<file path="config.mk">
export PLATFORM = sky130hd
export DESIGN_NAME = ex_muldiv_unit
export DESIGN_NICKNAME = d
export VERILOG_FILES = /design/src/rtl/ex_muldiv_unit.sv
export SDC_FILE = /design/constraint.sdc
export NUM_CORES = 1
export LEC_CHECK = 0
export BUFFER_PORTS_ARGS = -buffer_cell sky130_fd_sc_hd__buf_2
export CAP_MARGIN = 40
export CORE_MARGIN = 10
export CORE_UTILIZATION = 45
export DETAILED_ROUTE_END_ITERATION = 8
export REMOVE_ABC_BUFFERS = 1
export SYNTH_ARGS = -nofsm -noshare
export SYNTH_HDL_FRONTEND = slang
export SYNTH_SLANG_ARGS = --single-unit
</file>
<file path="constraint.sdc">
create_clock -name clk -period 5.35 [get_ports clk]
set_input_delay 0.8025 -clock clk [delete_from_list [all_inputs] [get_ports clk]]
set_output_delay 0.8025 -clock clk [all_outputs]
set_load 0.005 [all_outputs]
</file>
<file path="src/rtl/ex_muldiv_unit.sv">
// Iterative RV32M multiply/divide unit for the EX stage.
// Uses one shift-add or restoring-divide step per cycle and holds the pipeline with stall_req while it runs.
//
// state | meaning
// IDLE  | waiting for an M-extension op; fast-path specials complete from here
// RUN   | iterating, one step per cycle, XLEN steps total
// DONE  | result valid, done high until the pipeline moves (stall_in low)
module ex_muldiv_unit #(
    parameter int XLEN  = 32,
    parameter int CNT_W = 5
) (
    input  logic            clk,
    input  logic            rstn,
    input  logic            start,
    input  logic [2:0]      funct3,
    input  logic [XLEN-1:0] op_a,
    input  logic [XLEN-1:0] op_b,
    input  logic            flush,
    input  logic            stall_in,
    output logic            stall_req,
    output logic            done,
    output logic [XLEN-1:0] result
);

    localparam logic [1:0] ST_IDLE = 2'd0;
    localparam logic [1:0] ST_RUN  = 2'd1;
    localparam logic [1:0] ST_DONE = 2'd2;

    localparam logic [CNT_W-1:0] CNT_LAST = CNT_W'(XLEN - 1);
    localparam logic [XLEN-1:0]  MIN_INT  = {1'b1, {(XLEN-1){1'b0}}};

    logic [1:0]        state;
    logic [CNT_W-1:0]  cnt;
    logic [2*XLEN-1:0] acc;
    logic [XLEN-1:0]   mag_b;
    logic [2:0]        op_q;
    logic              neg_q;
    logic              neg_r;

    logic              a_signed;
    logic              b_signed;
    logic              neg_a;
    logic              neg_b;
    logic [XLEN-1:0]   abs_a;
    logic [XLEN-1:0]   abs_b;
    logic              div_zero;
    logic              div_ovf;
    logic              fast;
    logic [XLEN-1:0]   fast_res;

    logic [XLEN:0]     mul_sum;
    logic [XLEN:0]     div_trial;
    logic [2*XLEN-1:0] mul_next;
    logic [2*XLEN-1:0] div_next;
    logic [2*XLEN-1:0] acc_next;
    logic [2*XLEN-1:0] prod_fix;
    logic [XLEN-1:0]   quo_fix;
    logic [XLEN-1:0]   rem_fix;
    logic [XLEN-1:0]   final_res;

    always_comb begin
        a_signed = 1'b0;
        b_signed = 1'b0;
        case (funct3)
            3'b000, 3'b001, 3'b100, 3'b110: begin
                a_signed = 1'b1;
                b_signed = 1'b1;
            end
            3'b010:  a_signed = 1'b1;
            default: ;
        endcase
    end

    // Magnitudes are unsigned; abs(MIN_INT) stays MIN_INT, which is the correct magnitude.
    assign neg_a = a_signed & op_a[XLEN-1];
    assign neg_b = b_signed & op_b[XLEN-1];
    assign abs_a = neg_a ? (~op_a + 1'b1) : op_a;
    assign abs_b = neg_b ? (~op_b + 1'b1) : op_b;

    assign div_zero = funct3[2] && (op_b == '0);
    assign div_ovf  = (funct3 == 3'b100 || funct3 == 3'b110) &&
                      (op_a == MIN_INT) && (op_b == '1);
    assign fast     = div_zero || div_ovf;

    always_comb begin
        fast_res = '0;
        if (div_zero)
            fast_res = funct3[1] ? op_a : '1;
        else if (div_ovf)
            fast_res = funct3[1] ? '0 : MIN_INT;
    end

    // acc holds {high, low}: product/multiplier for MUL, remainder/quotient for DIV.
    always_comb begin
        mul_sum   = {1'b0, acc[2*XLEN-1:XLEN]} + {1'b0, mag_b};
        mul_next  = acc[0] ? {mul_sum, acc[XLEN-1:1]} : {1'b0, acc[2*XLEN-1:1]};
        div_trial = acc[2*XLEN-1:XLEN-1] - {1'b0, mag_b};
        div_next  = div_trial[XLEN] ? {acc[2*XLEN-2:0], 1'b0}
                                    : {div_trial[XLEN-1:0], acc[XLEN-2:0], 1'b1};
        acc_next  = op_q[2] ? div_next : mul_next;
    end

    always_comb begin
        prod_fix = neg_q ? (~acc_next + 1'b1) : acc_next;
        quo_fix  = neg_q ? (~acc_next[XLEN-1:0] + 1'b1) : acc_next[XLEN-1:0];
        rem_fix  = neg_r ? (~acc_next[2*XLEN-1:XLEN] + 1'b1) : acc_next[2*XLEN-1:XLEN];
        case (op_q)
            3'b000:                 final_res = prod_fix[XLEN-1:0];
            3'b001, 3'b010, 3'b011: final_res = prod_fix[2*XLEN-1:XLEN];
            3'b100, 3'b101:         final_res = quo_fix;
            default:                final_res = rem_fix;
        endcase
    end

    always_ff @(posedge clk or negedge rstn) begin
        if (!rstn) begin
            state  <= ST_IDLE;
            cnt    <= '0;
            acc    <= '0;
            mag_b  <= '0;
            op_q   <= '0;
            neg_q  <= 1'b0;
            neg_r  <= 1'b0;
            result <= '0;
        end else begin
            case (state)
                ST_IDLE: begin
                    if (start && !flush) begin
                        if (fast) begin
                            result <= fast_res;
                            state  <= ST_DONE;
                        end else begin
                            acc   <= {{XLEN{1'b0}}, abs_a};
                            mag_b <= abs_b;
                            op_q  <= funct3;
                            neg_q <= neg_a ^ neg_b;
                            neg_r <= neg_a;
                            cnt   <= '0;
                            state <= ST_RUN;
                        end
                    end
                end
                ST_RUN: begin
                    if (flush) begin
                        state <= ST_IDLE;
                    end else begin
                        acc <= acc_next;
                        cnt <= cnt + 1'b1;
                        if (cnt == CNT_LAST) begin
                            result <= final_res;
                            state  <= ST_DONE;
                        end
                    end
                end
                ST_DONE: begin
                    if (flush || !stall_in)
                        state <= ST_IDLE;
                end
                default: state <= ST_IDLE;
            endcase
        end
    end

    // Gated by rstn so the hazard unit never sees a freeze while the unit is held in reset.
    assign stall_req = rstn && (((state == ST_IDLE) && start && !flush) || (state == ST_RUN));
    assign done      = (state == ST_DONE);

endmodule
</file>
# Word level (Yosys, flattened, before mapping)
# Cells that the tools add are included.
[word_totals]
ff_bits = 140
inputBits = 72
output_inout_bits = 34
word_cells = 106
[classes]
n_addsub = 8
eq_ne = 21
muxes = 34
n_bitwise = 9
reduce_logical = 26
[ops]
columns = ["cell", "count"]
rows = [
  ["$mux W64", 7],
  ["$mux W32", 12],
  ["$add A32 B1 Y32 const B", 4],
  ["$not A32 Y32", 4],
  ["$pmux W64 S2", 1],
  ["$pmux W32 S3", 1],
  ["$add A64 B1 Y64 const B", 1],
  ["$eq A32 B32 Y1 const B", 2],
  ["$not A64 Y64", 1],
  ["$pmux W32 S2", 1],
  ["$add A32 B32 Y33", 1],
  ["$sub A33 B32 Y33", 1],
  ["$logic_not A32 Y1", 1],
  ["$mux W5", 3],
  ["$eq A3 B3 Y1 const B", 4],
  ["$mux W2", 5],
  ["$ne A2 B2 Y1 const B", 5],
  ["$pmux W5 S2", 1],
  ["$eq A3 B2 Y1 const B", 3],
  ["$logic_and A1 B1 Y1", 7],
  ["$eq A3 B1 Y1 const B", 2],
  ["$logic_not A3 Y1", 2],
  ["$pmux W2 S3", 1],
  ["$reduce_and A3 Y1", 2],
  ["20 further kinds", 26],
]

# Logic depth before layout (Yosys ltp)
[logic_depth]
ltp_word = 10
depth_mapped = 24
depth_no_buf = 23

# Worst setup path before layout
# No wires, ideal clock.
[synth_path]
path_kind = "reg-to-reg"
start = "register acc[31]"
end = "register result[18]"
arrival_time_ns = 4.666
t_required_ns = 5.207
path_slack_ns = 0.542
stages_incl_launch_ff = 23
n_path_buf = 0
period_less_slack_ns = 4.808
cell_sequence = "dfrtp_1 -> inv_1 -> ha_1 -> inv_1 -> fa_1 -> a211oi_2 -> o211ai_2 -> and4_4 -> o21ai_2 -> a31oi_2 -> a22oi_2 -> ha_1 -> o21ai_0 -> nor4b_2 -> nand4_1 -> nor2_1 -> nand2_1 -> nor4b_2 -> nand3_1 -> o31ai_1 -> xor2_1 -> a221oi_1 -> o221ai_1"
[synth_between]
elab_chain_cells = 10
elab_cells_between_ends = 17
[synth_lines]
columns = ["item", "line_no", "rtl"]
rows = [
  ["from (decl)", "34", "logic [2*XLEN-1:0] acc;"],
  ["from (signal assigned)", "133", "acc <= {{XLEN{1'b0}}, abs_a};"],
  ["from (signal assigned)", "147", "acc <= acc_next;"],
  ["$sub A33 B32 Y33", "97", "div_trial = acc[2*XLEN-1:XLEN-1] - {1'b0, mag_b};"],
  ["$mux W64", "98", "div_next = div_trial[XLEN] ? {acc[2*XLEN-2:0], 1'b0}"],
  ["$mux W64 *", "100", "acc_next = op_q[2] ? div_next : mul_next;"],
  ["$not A64 Y64, or another cell as far along", "104", "prod_fix = neg_q ? (~acc_next + 1'b1) : acc_next;"],
  ["$add A64 B1 Y64, or another cell as far along", "104", ""],
  ["$mux W64, or another cell as far along", "104", ""],
  ["$pmux W32 S3 *", "107", "case (op_q)"],
  ["$mux W32 *", "149", "if (cnt == CNT_LAST) begin"],
  ["$mux W32 *", "144", "if (flush) begin"],
  ["$pmux W32 S2 *", "126", "case (state)"],
  ["to (signal assigned)", "130", "result <= fast_res;"],
  ["to (signal assigned)", "150", "result <= final_res;"],
  ["to (decl)", "22", "output logic [XLEN-1:0] result"],
]
# Every way passes the cells marked *; elsewhere a longest branch is shown, timed or not. The select of a mux whose other input is x is not followed.
# A chain may end at the register's enable or synchronous reset.

# Worst setup path in the final report
[layout_path]
start = "register acc[32]"
end = "register result[29]"
[layout_between]
elab_chain_cells = 10
elab_cells_between_ends = 18
[layout_lines]
columns = ["item", "line_no"]
rows = [
  ["$sub A33 B32 Y33 / $add A32 B32 Y33 (equally long branches)", "97, 95"],
  ["$mux W64, on equally long branches", "98, 96"],
  ["$mux W64 *", "100"],
  ["$not A64 Y64, or another cell as far along", "104"],
  ["$add A64 B1 Y64, or another cell as far along", "104"],
  ["$mux W64, or another cell as far along", "104"],
  ["$pmux W32 S3 *", "107"],
  ["$mux W32 *", "149"],
  ["$mux W32 *", "144"],
  ["$pmux W32 S2 *", "126"],
]
# Marked as above.

==> metrics <==
Fmax achieved slightly below 0.2 GHz; Sw Pwr 7.630 mW; Total Power ~14 mW; Die Y 207.9 um; Critical Path AT 5.46 ns; drt wl/cell 23.99 um; GRT Util Overall a little under 30%; endpoints failing hold 0; DP Wirelength 50.35 mm; Synth Area in Simple Gates approximately 22%; layout cells sized above 1 14.39%; clock transition at the registers of the reported paths about 0.070 ns; flops & latches, synth 140; period utilization between 90% and 100%; RSZ-0062 raised after global routing false; Mapped Cells roughly 2100; Initial Utilization a little under half; diode count 0; worst vdd ir ~0.5 mV; post-route minimum period between 5 and 6 ns; fin. max-slew vios 0; slowest CP cell dfrtp_1; Initial DRC Count ~1800; Die Area roughly 43000 um^2; total global routing overflow 0; first-pass GRT wire length about 99 mm; PortBufs around 110; Hold Path Class in -> async; row cnt 68; PwrDens 761.4 nW/um^2; I/O pins about 110; Max stage delay on crit path approximately 0.52 ns; # setup viols final 0; EDFF count, synth 0; largest family of logic cells by synthesized area compound AO/OA/AOI/OAI gates; syn_area_per_cell between 7 and 8 um^2; Clock Skews a little under 0.009 ns; hold-fix buffers at CTS 0; ys async rst share 100.0%; CTS tree yes; antenna-violating nets left 0; Least-Margin Pin Slew approximately 0.96 ns; most common cell after layout, fill and taps aside nand2_1; Buf+Inv Stages, Crit Path 1; Synth Area in Adders roughly 5.8%; Compound-Gate Fraction of Synth Area a little under a third; Worst Setup Slack, final roughly 0.25 ns; area grow syn2layout 13.31%; Seq/Total Area, Yosys 22.05%; DRC Markers 0; Seq pwr share 13.9%; critical path startpoint category flip-flop; status finished clean; Die Wd between 200 and 250 um; worst reg2reg setup slack roughly 0.25 ns; crit path cell chain ha_1 -> fa_1 -> a21o_1 -> a221oi_2 -> nand4bb_1 -> a21oi_1 -> or3_1 -> a31oi_1 -> a31oi_1 -> nor3_2 -> buf_4 -> nand4_1 -> nor3_2 -> o2bb2ai_1 -> a21o_1 -> o31ai_1; initial antenna violation count 0; Worst Setup End Kind flip-flop; Clk network pwr share between 10% and 20%; buffer depth of the longest clock path 2; Root Buffer clkbuf_16; post-synthesis mux area share around 3.1%; DR vias approximately 17000; slew margin rel. 35.52%; vias in the first global route between 15000 and 20000; Reg2Reg Launch Point acc[32]$_DFFE_PN0P_; final WL 64.75 mm; worst endpoint required time about 5.7 ns; worst r2r dst result[29]$_DFFE_PN0P_; Cell variety after synth 110; most frequent cells in the layout nand2_1, a21oi_1, nor2_1, o21ai_0, dfrtp_1; cell-internal power slightly above 6 mW; Layout fillers between 3000 and 4000; Worst-Skew Late Latency 0.46 ns; Ys Warns 0; R2R depth 16; CP delay by family, top compound AO/OA/AOI/OAI gates; Nets 2377; post-synthesis xor/xnor area fraction under 10%; pin count of the biggest net entering global routing 81; first-pass iteration count of the detailed router 7; Cell Area, Synth 15890 um^2; Primary FF master, synth dfrtp_1; RD Place Congestion around 0.95; CTS buffer count 17; largest fanout on the critical path 8; total of max-cap violations 0; clk sinks 140; dpl ws between 0.1 and 0.15 ns; post-DR vias/cell between 6 and 7; combinational power share 76.1%; critical setup path kind reg -> reg; Leak Pwr ~7.6 nW; Net Sw Frac between 50% and 60%; Placeable Area ~35000 um^2; H-tree Lvls 4
[final cells by class]
| cell class | instances | area, um^2 | share of cell area (%) |
|---|---|---|---|
| well taps | 455 | 569.3 | 3.163 |
| multi-input cells | 1791 | 11590 | 64.38 |
| repair buffers | 205 | 1401 | 7.785 |
| flip-flops and latches | 140 | 3507 | 19.48 |
| clock inverters | 14 | 219.0 | 1.216 |
| inverters | 77 | 289.0 | 1.606 |
| clock buffers | 17 | 425.4 | 2.363 |
[flip-flops by register name (all words and copies together) (netlist names)]
register / count
acc: 64
cnt: 5
mag_b: 32
neg_q: 1
neg_r: 1
op_q: 3
result: 32
state: 2
[layer usage]
layer / up-vias / GRT usage, % / share of wire, %
met5: - / 0 / 0
li1: 8038 / - / -
met3: 120 / 4.568 / 7.5
met4: 0 / 10.36 / 3.3
met1: 8343 / 40.44 / 45
met2: 726 / 43.76 / 44
[logic make-up after synthesis]
group	Yosys count
compound gates	764
fa+ha+maj	73
buf+inv	209
xor+xnor	177
mux	48
flops	140
simple gates	729
[how the worst max path moves through the flow]
stage	to	depth (start not counted)	from	slack [ns]
2_1_floorplan	result[18]$_DFFE_PN0P_	14	op_q[2]$_DFFE_PN0P_	-1.02
3_3_place_gp	result[17]$_DFFE_PN0P_	18	acc[31]$_DFFE_PN0P_	0.29
3_5_place_dp	result[18]$_DFFE_PN0P_	22	acc[31]$_DFFE_PN0P_	0.14
4_1_cts	result[18]$_DFFE_PN0P_	22	acc[31]$_DFFE_PN0P_	0.07
5_1_grt	result[23]$_DFFE_PN0P_	16	acc[32]$_DFFE_PN0P_	0.02
6_report	result[29]$_DFFE_PN0P_	16	acc[32]$_DFFE_PN0P_	0.25
[per-stage QoR]
step | setup TNS (ns) | utilization [%] | instances | hold WS [ns] | instance area, um^2
2_1_floorplan | -46.95 | - | 2008 | 0.4679 | 15310
3_3_place_gp | 0 | 49.22 | 2651 | 0.4865 | 17090
3_5_place_dp | 0 | 49.73 | 2662 | 0.4762 | 17260
4_1_cts | 0 | 51.59 | 2693 | 0.4271 | 17910
5_1_grt | 0 | 51.86 | 2699 | 0.4449 | 18000
6_report | 0 | 51.86 | 2699 | 0.3854 | 18000
[repair_timing]
item / in CTS / in global routing
endpoints found under the setup margin: 0 / 13
setup buffers: 0 / 6
resized for setup: 0 / 10
[power groups by stage]
stage | Sequential [mW] | Clock (mW) | Combinational (mW)
after global routing | 1.95 | 1.42 | 11.3
after CTS | 1.89 | 1.39 | 10.1
after floorplan | 1.90 | 0 | 6.84
after global placement | 1.90 | 0 | 10.0
final | 1.90 | 1.37 | 10.4
after detailed placement | 1.91 | 0 | 10.1
[Yosys cell counts, types with 29 or more instances]
cell	count	share of area, %
o31ai_1	29	1.4
a31oi_1	39	1.5
nand3_1	45	1.4
nor3_1	58	1.8
o21ai_0	181	5.7
nand4_1	37	1.5
clkbuf_1	91	2.2
mux2i_1	38	2.4
a211oi_1	29	1.4
xor2_1	72	4.0
inv_1	74	1.7
nand2_1	228	5.4
o21ai_1	38	1.2
xnor2_1	105	5.8
nor2_1	197	4.7
a21oi_1	210	6.6
ha_1	71	5.6
dfrtp_1	140	22
Note: power is estimated with default switching activity, not from simulation.
